===== src/rtl/image_mem_top.sv =====
// Ping-pong image buffer: two 32 x 8-bit flip-flop banks, one written while the other is read.
// Latency: write lands on the clock edge; read data is registered, one cycle after addr2/sel.
// Backpressure: none; writes and reads are accepted every cycle with no stall.
module image_mem_top #(
  parameter int DATA_W = 8,
  parameter int ADDR_W = 5
) (
  input  logic              clk,
  input  logic              rstn,
  input  logic [ADDR_W-1:0] addr1,
  input  logic [ADDR_W-1:0] addr2,
  input  logic              wr,
  input  logic              sel,
  input  logic [DATA_W-1:0] wdata,
  output logic [DATA_W-1:0] rdata
);

  localparam int DEPTH = 1 << ADDR_W;

  // Flip-flop storage so both banks can be cleared by the asynchronous reset.
  logic [DATA_W-1:0] bank0 [DEPTH];
  logic [DATA_W-1:0] bank1 [DEPTH];

  // sel is used combinationally on each edge, with no swap register, so a
  // toggle redirects both the write and the read on the very next edge.
  logic we0;
  logic we1;

  assign we0 = wr & ~sel;
  assign we1 = wr &  sel;

  // Bank 0: cleared on reset, written only while it is the write bank.
  always_ff @(posedge clk or negedge rstn) begin
    if (!rstn) begin
      for (int i = 0; i < DEPTH; i++) begin
        bank0[i] <= '0;
      end
    end else if (we0) begin
      bank0[addr1] <= wdata;
    end
  end

  // Bank 1: cleared on reset, written only while it is the write bank.
  always_ff @(posedge clk or negedge rstn) begin
    if (!rstn) begin
      for (int i = 0; i < DEPTH; i++) begin
        bank1[i] <= '0;
      end
    end else if (we1) begin
      bank1[addr1] <= wdata;
    end
  end

  // Registered read from the bank opposite to the write bank. Same-edge
  // reads and writes never touch the same bank, so no bypass is needed.
  always_ff @(posedge clk or negedge rstn) begin
    if (!rstn) begin
      rdata <= '0;
    end else if (sel) begin
      rdata <= bank0[addr2];
    end else begin
      rdata <= bank1[addr2];
    end
  end

endmodule


===== config.mk =====
export PLATFORM = sky130hd
export DESIGN_NAME = image_mem_top
export DESIGN_NICKNAME = d
export VERILOG_FILES = /design/src/rtl/image_mem_top.sv
export SDC_FILE = /design/constraint.sdc
export NUM_CORES = 1
export LEC_CHECK = 0
export BUFFER_PORTS_ARGS = -buffer_cell sky130_fd_sc_hd__buf_2
export CAP_MARGIN = 20
export CORE_UTILIZATION = 40
export CTS_BUF_LIST = sky130_fd_sc_hd__clkbuf_4 sky130_fd_sc_hd__clkbuf_8 sky130_fd_sc_hd__clkbuf_16
export CTS_CLUSTER_DIAMETER = 30
export DETAILED_ROUTE_END_ITERATION = 12
export PLACE_DENSITY_LB_ADDON = 0.1
export SETUP_SLACK_MARGIN = 0.2
export SLEW_MARGIN = 40
export SYNTH_ARGS = -nofsm -noshare
export SYNTH_HDL_FRONTEND = slang
export SYNTH_SLANG_ARGS = --single-unit

===== constraint.sdc =====
create_clock -name clk -period 1.7 [get_ports clk]
set_input_delay 0.085 -clock clk [delete_from_list [all_inputs] [get_ports clk]]
set_output_delay 0.085 -clock clk [all_outputs]
set_load 0.03 [all_outputs]

==> flow_summary.ini <==
[run_status]
status = complete, but fails checks
violations = setup timing

[clocking]
cts_tree = done
cts_buffers = 130
clk_latency_ns = 0.71
htree_levels = 4
clock-sinks = 520
root_buffer = clkbuf_16
clkSlewWorstSetupHoldPaths_ns = 0.04
cts.path.max_buffers = 3

[finish]
seq_area_mm2 = 0.0130
area_growth_pct = 33.8
drive_above_1_share = 0.437
fillers = 4594
fin_nets = 1755
multi_input_area_mm2 = 0.0105

[timing]
finalSetupViolCount = 7
worst_pin_slew_ns = 0.834
max_freq_mhz = 542
tns_ns = -0.593
fin_ws_ns = -0.144
period_needed_ns = 1.84
grt_setup_unrepaired = true
finalClockSkew_ns = 0.0179
final_hold_viol_count = 0
fin_crit_sh = 1.08
slew_violations = 0
slew_headroom = 0.444

[critical_path]
r2r_cells = 5
endpoint = rdata[5]
crit_path_start = bank0[21]
worstSetupEndpointType = flop
cp.required_ns = 2.28
r2r-end = rdata[5]
reg2reg_from = bank0[21]
critPathLaunchType = flop
cp.arrival_ns = 2.42
cp_max_fo = 2
crit_type = reg2reg
r2r_setup_slack_ns = -0.14

[placement]
place_congestion = 0.808
portBuffers = 29
place_worst_setup_slack_ns = -0.565
dp_hpwl_mm = 40.9

[yosys]
synth_nets = 1517
ys_types = 36
synth_top_area_share = 0.552
yosys_warnings = 0
syn-cell-area_mm2 = 0.0236
yosysTopAreaCell = dfrtp_1
synth_seq_area_share = 0.552
syn_area_per_cell_um2 = 15.8
post-synth-top-count-cell = dfrtp_1
async_reset_ff_frac = 1.00
synth_area_leaders = dfrtp_1 (55%), mux2_1 (19%), mux4_2 (12%)
ys_ff_latch = 520
ys_top_cells_by_count = dfrtp_1 (520), mux2_1 (392), mux2_2 (134)
synth_edf_count = 0
synthFlopType = dfrtp_1
syn_inst = 1495

[power]
p_leak_uw = 0.0148
irDropWorstVdd_v = 0.000966
powerDensity_mw_per_mm2 = 1430
power_uw = 45000

[route]
drt-total-wl_mm = 63.4
drt_pass1_iterations = 5
drt-initial-drc-count = 633
via_per_inst = 5.44
post-route-drc-count = 0
wl_per_cell_um = 24.4
dr_total_vias = 14200
ant_nets = 0

[global_routing]
track_usage = 0.225
grt_pass1_vias = 15700
grt_max_degree = 82
grt_pass1_wl_mm = 99.9
antenna_found_initial = 6
overflow = 0

[floorplanning]
core_mm2 = 0.0580
rows = 88
fp.dieW_um = 245
dieArea_mm2 = 0.0599
io_pins = 30
start_util = 0.407
die_y_um = 245

[run]
maxCapViolCount = 0

[min_path]
min_path_type = in2reg
-- placed cells by master, fill, tap and decap left out, types with 4 or more instances in the layout --
master,count
o22ai_4,7
dfrtp_1,520
a211oi_2,7
mux2_1,388
nand2_1,34
inv_6,4
mux2_2,126
and2_1,5
buf_4,126
clkbuf_8,18
clkinvlp_4,13
buf_12,64
clkbuf_4,16
o221ai_1,6
clkbuf_16,134
nor2_4,15
buf_2,25
nor2_2,30
mux2_4,12
a22oi_2,8
a22oi_1,24
nor2_1,8
clkinv_2,25
nor2b_1,12
nor3_2,4
mux4_2,128
a221o_1,7
bufinv_16,20
nand2b_1,4
clkinv_8,5
-- state kept, by name, indices dropped and copies added (netlist names) --
| name | flops |
|---|---|
| bank1 | 256 |
| bank0 | 256 |
| rdata | 8 |
-- layer usage --
layer | GRT usage | routed length (µm) | up-vias
met1 | 0.317 | 29700 | 7590
met2 | 0.338 | 29200 | 276
met5 | 0 | 58 | -
met4 | 0.0904 | 1810 | 10
li1 | - | - | 6163
met3 | 0.0497 | 2760 | 120
-- worst max-delay path, stage by stage (launching register included) --
cell     delay, ns
dfrtp_1       0.38
mux4_2        0.48
mux2_4        0.30
o22ai_4       0.21
nor3_2        0.08
a221o_1       0.26
-- timing repair --
item	4_1_cts	5_1_grt
endpoints found under the setup margin	8	8
buffers inserted	1	0
hold buffers	4	0
endpoints found under the hold margin	535	0
pin swaps	9	4
resized for setup	50	4
-- where the power goes --
group	switching, µW	internal, µW	leakage (µW)
Clock	7560	18400	0.00230
Sequential	794	14100	0.00691
Combinational	1920	2300	0.00554
-- cell type report --
type | instances | area share
flip-flops and latches | 520 | 0.412
multi-input cells | 860 | 0.332
clock buffers | 168 | 0.118
repair buffers | 221 | 0.0768
clock inverters | 69 | 0.0307
well taps | 765 | 0.0303
diodes | 1 | 0.0000793
-- cells by family after synthesis --
kind of cell	synth area share
and+or+nand+nor	0.0301
muxes	0.374
buffers and inverters	0.0215
DFF	0.552
AOI/OAI and AO/OA	0.0225
-- through the flow --
stage	instance area (µm²)	util	std cells	hold WS, ns
after floorplan	23800	-	1495	-0.211
after global placement	26500	0.457	2361	0.0132
after detailed placement	26500	0.457	2361	0.0103
after CTS	31500	0.544	2603	0.0135
after global routing	31600	0.544	2603	0.0637
final	31600	0.544	2604	0.0524
-- worst min path at each step --
stage,startpoint,endpoint,slack [ns],cells past startpoint
CTS,sel,rdata[6],0.01,4
global route,sel,rdata[6],0.06,4
floorplan,rstn,bank0[0],-0.21,0
global placement,rstn,bank1[122],0.01,1
finish,wdata[2],bank1[250],0.05,2
detailed placement,rstn,bank1[122],0.01,1
No activity file was read; power rests on OpenSTA's default activity.
